[src/rtl/hb_sched_pkg.sv]
// Shared types and defaults for the heartbeat/blink scheduler.
// Optional build macro: HB_SCHED_IDLE_HEARTBEAT_EN (see hb_sched.sv).
package hb_sched_pkg;

   typedef enum logic [1:0] {
      IDLE = 2'd0,
      PLAY = 2'd1,
      GAP  = 2'd2
   } state_t;

   localparam int DEF_NREQ = 4;
   localparam int DEF_PW   = 8;
   localparam int DEF_DIVW = 8;

   // Index width that stays legal for a single-entry range.
   function automatic int idx_w(input int n);
      return (n > 1) ? $clog2(n) : 1;
   endfunction

endpackage

[src/rtl/hb_rr_arbiter.sv]
// Combinational round-robin pick: the lowest requester at or above i_ptr
// wins, otherwise the lowest requester overall (wrap-around).
module hb_rr_arbiter #(
   parameter int NREQ = 4,
   parameter int IW   = 2
)(
   input  logic [NREQ-1:0] i_req,
   input  logic [IW-1:0]   i_ptr,
   output logic [NREQ-1:0] o_grant
);

   logic [NREQ-1:0] w_hi;
   logic [NREQ-1:0] w_pick;

   always_comb begin
      w_hi = '0;
      for (int j = 0; j < NREQ; j++) begin
         w_hi[j] = i_req[j] && (j >= int'(i_ptr));
      end
   end

   assign w_pick  = (|w_hi) ? w_hi : i_req;
   // Two's-complement trick isolates the lowest set bit.
   assign o_grant = w_pick & (~w_pick + NREQ'(1));

endmodule

[src/rtl/hb_sched.sv]
// Shared-LED blink scheduler: round-robin grants one requester, plays its
// latched pattern one bit per prescaler tick, then a one-tick dark GAP.
// Build macro HB_SCHED_IDLE_HEARTBEAT_EN enables an idle heartbeat pulse.
module hb_sched
   import hb_sched_pkg::*;
#(
   parameter int NREQ = DEF_NREQ,
   parameter int PW   = DEF_PW,
   parameter int DIVW = DEF_DIVW
)(
   input  logic               clk,
   input  logic               nreset,
   input  logic [NREQ-1:0]    req,
   input  logic [NREQ*PW-1:0] pattern,
   input  logic [DIVW-1:0]    div,
   output logic [NREQ-1:0]    grant,
   output logic               busy,
   output logic               done,
   output logic               out,
   output state_t             o_dbg_state
);

   localparam int IW = idx_w(NREQ);
   localparam int BW = idx_w(PW);

   state_t          r_state;
   logic [NREQ-1:0] r_grant;
   logic [IW-1:0]   r_ptr;
   logic [PW-1:0]   r_pat;
   logic [BW-1:0]   r_idx;
   logic [DIVW-1:0] r_presc;
   logic            r_out;

   logic [NREQ-1:0] w_arb_gnt;
   logic [PW-1:0]   w_pat_sel;
   logic [IW-1:0]   w_next_ptr;
   logic [BW-1:0]   w_idx_nxt;
   logic [DIVW-1:0] w_presc_nxt;
   logic            w_tick;

   hb_rr_arbiter #(
      .NREQ (NREQ),
      .IW   (IW)
   ) u_arb (
      .i_req   (req),
      .i_ptr   (r_ptr),
      .o_grant (w_arb_gnt)
   );

   // ">=" rather than "==" so a lowered div wraps an overshooting count.
   assign w_tick      = (r_presc >= div);
   assign w_presc_nxt = w_tick ? '0 : r_presc + DIVW'(1);
   assign w_idx_nxt   = r_idx + BW'(1);

   always_comb begin
      w_pat_sel  = '0;
      w_next_ptr = '0;
      for (int i = 0; i < NREQ; i++) begin
         if (w_arb_gnt[i]) begin
            w_pat_sel  = pattern[i*PW +: PW];
            w_next_ptr = (i == NREQ-1) ? '0 : IW'(i + 1);
         end
      end
   end

   always_ff @(posedge clk or negedge nreset) begin
      if (!nreset) begin
         r_state <= IDLE;
         r_grant <= '0;
         r_ptr   <= '0;
         r_pat   <= '0;
         r_idx   <= '0;
         r_presc <= '0;
         r_out   <= 1'b0;
      end else begin
         case (r_state)
            IDLE: begin
               if (|req) begin
                  r_state <= PLAY;
                  r_grant <= w_arb_gnt;
                  r_ptr   <= w_next_ptr;
                  r_pat   <= w_pat_sel;
                  r_idx   <= '0;
                  r_presc <= '0;
                  r_out   <= w_pat_sel[0];
               end else begin
`ifdef HB_SCHED_IDLE_HEARTBEAT_EN
                  r_presc <= w_presc_nxt;
                  r_out   <= w_tick;
`else
                  r_presc <= '0;
                  r_out   <= 1'b0;
`endif
               end
            end
            PLAY: begin
               r_presc <= w_presc_nxt;
               if (w_tick) begin
                  if (r_idx == BW'(PW-1)) begin
                     r_state <= GAP;
                     r_out   <= 1'b0;
                  end else begin
                     r_idx <= w_idx_nxt;
                     r_out <= r_pat[w_idx_nxt];
                  end
               end
            end
            GAP: begin
               r_presc <= w_presc_nxt;
               if (w_tick) begin
                  r_state <= IDLE;
                  r_grant <= '0;
                  r_idx   <= '0;
               end
            end
            default: begin
               r_state <= IDLE;
               r_grant <= '0;
               r_out   <= 1'b0;
            end
         endcase
      end
   end

   assign grant       = r_grant;
   assign busy        = (r_state != IDLE);
   assign done        = (r_state == GAP) && w_tick;
   assign out         = r_out;
   assign o_dbg_state = r_state;

endmodule

[config.mk]
export PLATFORM = sky130hd
export DESIGN_NAME = hb_sched
export DESIGN_NICKNAME = d
export VERILOG_FILES = /design/src/rtl/hb_sched_pkg.sv /design/src/rtl/hb_rr_arbiter.sv /design/src/rtl/hb_sched.sv
export SDC_FILE = /design/constraint.sdc
export NUM_CORES = 1
export LEC_CHECK = 0
export BUFFER_PORTS_ARGS = -buffer_cell sky130_fd_sc_hd__buf_2
export CAP_MARGIN = 20
export CORE_MARGIN = 3
export CORE_UTILIZATION = 47
export DETAILED_ROUTE_END_ITERATION = 6
export GPL_ROUTABILITY_DRIVEN = 0
export PLACE_DENSITY = 0.73
export SYNTH_ARGS = -nofsm -noshare
export SYNTH_HDL_FRONTEND = slang
export SYNTH_SLANG_ARGS = --single-unit
[constraint.sdc]
create_clock -name clk -period 3.2 [get_ports clk]
set_input_delay 0.32 -clock clk [delete_from_list [all_inputs] [get_ports clk]]
set_output_delay 0.32 -clock clk [all_outputs]
set_load 0.01 [all_outputs]
* Yosys cells after proc, flatten, opt, wreduce, memory -nomap -nowiden *
Cells that the tools add are included.
Widths: inputs -> output; s select.

storage, ports and cells
  word-level logic and storage cells = 73
  bits of input ports = 46
  register bits after elaboration = 28

cells by class
  bitwise operators = 4
  eq/ne operators = 8
  reduce and logical (&&, ||, !) cells = 16
  magnitude comparators = 5
  add/subtract/negate cells = 3
  muxes and demuxes = 30

operators with widths
  cell                 number
  $mux 8               5
  $pmux 8 s2           1
  $mux 3               5
  $mux 2               7
  $pmux 4 s3           1
  $ne 2x2->1 const B   5
  $pmux 3 s3           1
  $add 8x1->8 const B  1
  $ge 8x8->1           1
  $mux 4               2
  $reduce_or 4->1      2
  $pmux 2 s3           1
  $mux 1               5
  $reduce_and 5->1     1
  $add 4x1->4 const B  1
  $and 4x4->4          1
  $ge 1x2->1 const A   2
  $logic_and 1x1->1    4
  $lt 3x4->1 const B   1
  $not 4->4            1
  $reduce_and 2->1     2
  $reduce_and 4->1     1
  $reduce_bool 2->1    2
  $add 3x1->3 const B  1
  11 further kinds     12

* Depth between registers and ports, before layout *
  word-level depth = 13
  gate-level depth with buffers = 9
  mapped depth without buffers = 8

* By module *
From an unflattened synthesis, not the netlist that was laid out.

second synthesis, totals
  cell total of the unflattened synthesis = 223
  area total of the unflattened synthesis = 2010.7 sq um

modules (own cells, without submodules)
  module         instances  cells an instance  area each (sq um)  seq. area each (sq um)
  hb_sched       1          207                1903.1             700.7
  hb_rr_arbiter  1          16                 107.6              0.0

* Worst setup path before layout *
OpenSTA, ideal clock, no wires.

  path kind = register to register
  start point = register r_presc[0]
  end point = register r_idx[0]
  library setup time = 0.121 ns
  path buffers = 0
  period minus slack after synthesis = 2.132 ns
  cell stages (with the launch flop) = 9
  slack = 1.068 ns
  data required time = 3.079 ns
  data arrival time = 2.011 ns
  cell sequence = dfrtp_1 inv_1 ha_1 nand2b_4 a2111o_1 a31oi_2 nor2_2 mux2_4 a22o_1

on the way
  word-level cells in the longest chain between the ends = 3
  elaborated cells between the ends (all ways) = 4
  classes of those cells = 1 x order compare; 2 x eq/ne; 1 x reduce/logical

RTL lines
  item                            line             RTL
  start, declared                 hb_sched.sv:31   logic [DIVW-1:0] r_presc;
  start signal, assigned          hb_sched.sv:97   r_presc <= w_presc_nxt;
  start signal, assigned          hb_sched.sv:109  r_presc <= w_presc_nxt;
  $ge 8x8->1 (*)                  hb_sched.sv:51   assign w_tick = (r_presc >= div);
  $ne 2x2->1 (no line)            -
  $reduce_and 5->1 (no line) (*)  -
  end signal, assigned            hb_sched.sv:103  r_idx <= w_idx_nxt;
  end, declared                   hb_sched.sv:30   logic [BW-1:0] r_idx;

Every way passes the cells marked *; elsewhere a longest branch is shown, timed or not.
A chain may end at the register's enable or synchronous reset.

* Worst setup path after layout *
  start point = register r_presc[0]
  end point = output done

on the way
  word-level cells in the longest chain between the ends = 2

RTL lines
  item               line             RTL
  $ge 8x8->1         hb_sched.sv:51
  $logic_and 1x1->1  hb_sched.sv:127  assign done = (r_state == GAP) && w_tick;
  end, declared      hb_sched.sv:18   output logic done,

No other way between the ends.

==> reports/results.txt <==
The flow ran to the end, and the final reports show no timing, DRC or antenna violations. For the via count of the first global-routing pass, the log shows 1664. The number of buffer and inverter instances along the worst setup path is 2. sky130_fd_sc_hd__dfrtp_1 is the most common cell in the netlist. Number of failing setup endpoints in the final timing report: 0. The end of the worst register-to-register path was r_idx[0]$_DFFE_PN0P_. After synthesis, the most frequently instantiated cells are sky130_fd_sc_hd__dfrtp_1 (28), sky130_fd_sc_hd__a21oi_1 (22), sky130_fd_sc_hd__nand2_1 (19), sky130_fd_sc_hd__ha_1 (15), sky130_fd_sc_hd__inv_1 (14).

The tree is rooted in a sky130_fd_sc_hd__clkbuf_8. Derived from the worst setup path, the maximum achievable clock frequency is 363 MHz. After detailed routing, the average wire length per cell comes to 13.2 µm. Global routing consumed, over all layers together, 17.3% of the routing resources. The total of max-cap violations is 0, and the horizontal die dimension is 69.4 µm. Timing analysis after detailed placement gives a worst setup slack of 632 ps.

The tools report the H-tree depth as 1. The run gives 0 as the initial antenna violation count. The analysis attributes to cell leakage a power of 1.17 nW.

The initial utilization of the core area, before any placement, comes to 50.2%. The total power divided by cell area works out to 650 nW/µm². The logs give 3120 µm for the detailed placer's ending HPWL and 28 for the number of clock sinks. Post-synth net total: 264. After floorplanning, the core was sized to cover 3770 µm². Arrival time of data at the critical path endpoint: 2440 ps. In this run the vertical extent of the chip is 69.4 µm.

Across the VDD grid, the largest voltage drop is 0.000366 V. For the largest clock skew in the final design, the log shows 2.18 ps. The floorplan step defined a die boundary enclosing 4820 µm². The clock passes through at most 2 buffers. In the synthesized netlist, the number of instances is 203. The storage element area is 701 µm², and the remaining global-route overflow is 0. Compared with the post-synthesis result, the final layout area differs by 17.7%.

For the setup fix buffers added after clock tree synthesis, the log shows 0. The startpoint identified for the worst register-to-register timing path is r_presc[0]$_DFFE_PN0P_. For the minimum setup slack in the final design, the log shows 444 ps. Clock-pin slew was measured on the worst setup and hold paths at 90 ps. The minimum clock period after layout is 2760 ps. For the worst-skew pair, the clock arrives at the later sink with an insertion delay of 270 ps.

In the final design database the tool counted 313 nets. For the site row count, the log shows 22. For the number of warnings reported in the yosys synthesis log, the log shows 0. Wires add up to 3950 µm. The largest delay contributor family on the critical path was compound AO/OA/AOI/OAI gates. The first-pass GRT wire length was 7040 µm. The number of enable-type register cells in the synthesized netlist is 0.

TritonCTS built the clock tree. The count of instances resized after the clock tree is built was 0. STA classifies the critical path endpoint as a primary output. The tightest slew margin relative to the limit is 57.8%, and the share of cells above drive strength 1 is 28.7%. The run gives 0 as the number of hold buffers added after CTS. The netlist uses 47 different library cells. The worst path uses 86.1% of the clock period. In the routed layout, each cell is associated on average with a via count of 5.57. Setup repair after global routing left no endpoint under its margin. After synthesis, the mean cell area works out to 9.32 µm². The count of filler cells inserted in the layout is 351, and the hold slack is 51.0 ps. On the worst path, the slowest cell contributes a delay of 560 ps. For the worst setup path, the data required time is 2880 ps.

Entering global routing, the biggest net connects 29 pins. For this block, the initial DRC count from the detailed router was 81. The worst reg-to-reg path cell count is 8, and the count of antenna diodes in the layout is 0. After synthesis, the cell types taking the most area are sky130_fd_sc_hd__dfrtp_1 (37%), sky130_fd_sc_hd__ha_1 (9.9%), sky130_fd_sc_hd__a21oi_1 (5.8%).

The setup check on the worst reg-to-reg path leaves a slack of 610 ps. The critical setup path kind was flip-flop to primary output. The routed layout has 1666 vias.

55 I/O pins were placed. The number of hold violations in the final report was 0; the residual antenna-violating net count after detailed routing was 0. The path class of the tightest hold or removal check is primary input to async pin. The run gives 1090 µm² as the multi-input logic area. Flip-flop cell with the highest count after synthesis: sky130_fd_sc_hd__dfrtp_1. Sequential cells were found to cover 37.0% of the synthesized design area.

The transition time of the tightest slew-check pin is 631 ps, and the async set-or-reset flop fraction in the synthesized netlist is 100%. The number of register bits inferred by synthesis is 28, and the post-route DRC violation count is 0. The standard cell with the maximum stage delay on the critical path was sky130_fd_sc_hd__a31oi_2. Traced cell by cell, the critical path runs through inv_1 > ha_1 > nand2b_4 > a2111o_1 > a31oi_2 > nor2b_1 > buf_2. The largest area contributor in the netlist is sky130_fd_sc_hd__dfrtp_1. The tools report the number of pins exceeding their max-slew limit in the final report as 0.

The worst setup path is launched from a flip-flop. Number of buffers inserted by port buffering: 54. The fraction of synthesized cell area taken by the top area cell type is 37.0%. For the final standard cell utilization of the core, the log shows 59.0%. In this run the cell area of the synthesized design comes to 1890 µm². The depth of the critical timing path with buffers and inverters included is 7, and the number of iterations in the first detailed-routing pass is 7.

The largest driver fanout on the critical path is 12, and the number of CTS-inserted buffers is 3. Setup total negative slack on the finished layout was measured at 0 ps.
## per-stage QoR
stage          power [mW]  area (µm²)  std cells
2_1_floorplan        1.07        1890        203
3_3_place_gp         1.23        2170        295
3_5_place_dp         1.24        2170        295
4_1_cts              1.46        2230        299
5_1_grt              1.57        2230        299
6_report             1.45        2230        299
## power breakdown
group	total [mW]	leakage (nW)	internal (mW)	switching, mW
combinational	0.671	0.771	0.312	0.359
sequential	0.560	0.368	0.464	0.0959
clock	0.216	0.0288	0.110	0.106
total	1.45	1.17	0.887	0.561
## cells by family (layout without fill, tap and decap cells)
logic type / count (synthesis) / after routing / synth area share (%)
AO/OA/AOI/OAI: 63 / 63 / 24.2
XOR/XNOR: 6 / 6 / 2.78
adder cells (fa/ha/maj): 15 / 15 / 9.92
buffers and inverters: 24 / 72 / 5.49
flip-flops: 28 / 28 / 37.0
multiplexers: 5 / 5 / 3.57
AND/OR/NAND/NOR: 62 / 62 / 17.0
## final cells by class
cell class,instances,area share (%)
multi-input combinational,151,48.8
inverter,14,2.36
sequential,28,31.5
tap,48,2.70
timing repair buffer,54,12.1
clock buffer,4,2.47
## registers in the layout, summed over array words and instances (netlist names)
register     count
o_dbg_state      2
r_presc          8
r_pat            8
r_ptr            2
r_idx            3
grant            4
out              1
## per-layer routing
layer | global-route usage [%] | wire length [µm] | vias up
li1 | - | - | 832
met1 | 23.4 | 1840 | 774
met2 | 29.0 | 1820 | 58
met3 | 2.32 | 274 | 2
met4 | 4.56 | 17 | 0
met5 | 0 | 0 | -
## worst max path at each step
stage | end | start | slack, ps
6_report | done | r_presc[0]$_DFFE_PN0P_ | 440
4_1_cts | done | r_presc[0]$_DFFE_PN0P_ | 420
3_5_place_dp | r_idx[0]$_DFFE_PN0P_ | r_presc[0]$_DFFE_PN0P_ | 630
5_1_grt | done | r_presc[0]$_DFFE_PN0P_ | 260
3_3_place_gp | r_idx[0]$_DFFE_PN0P_ | r_presc[0]$_DFFE_PN0P_ | 680
2_1_floorplan | r_idx[0]$_DFFE_PN0P_ | r_presc[0]$_DFFE_PN0P_ | 1070
## cells in the final DEF, fill, tap and decap left out, drive strengths merged, types with 5 or more instances in the layout
| cell | n |
|---|---|
| buf | 54 |
| dfrtp | 28 |
| a21oi | 23 |
| nand2 | 19 |
| ha | 15 |
| inv | 14 |
| nor2 | 14 |
| a21o | 9 |
| a222oi | 8 |
| nand3 | 7 |
| o21ai | 6 |
| a22o | 5 |
Note: power is estimated with default switching activity, not from simulation.
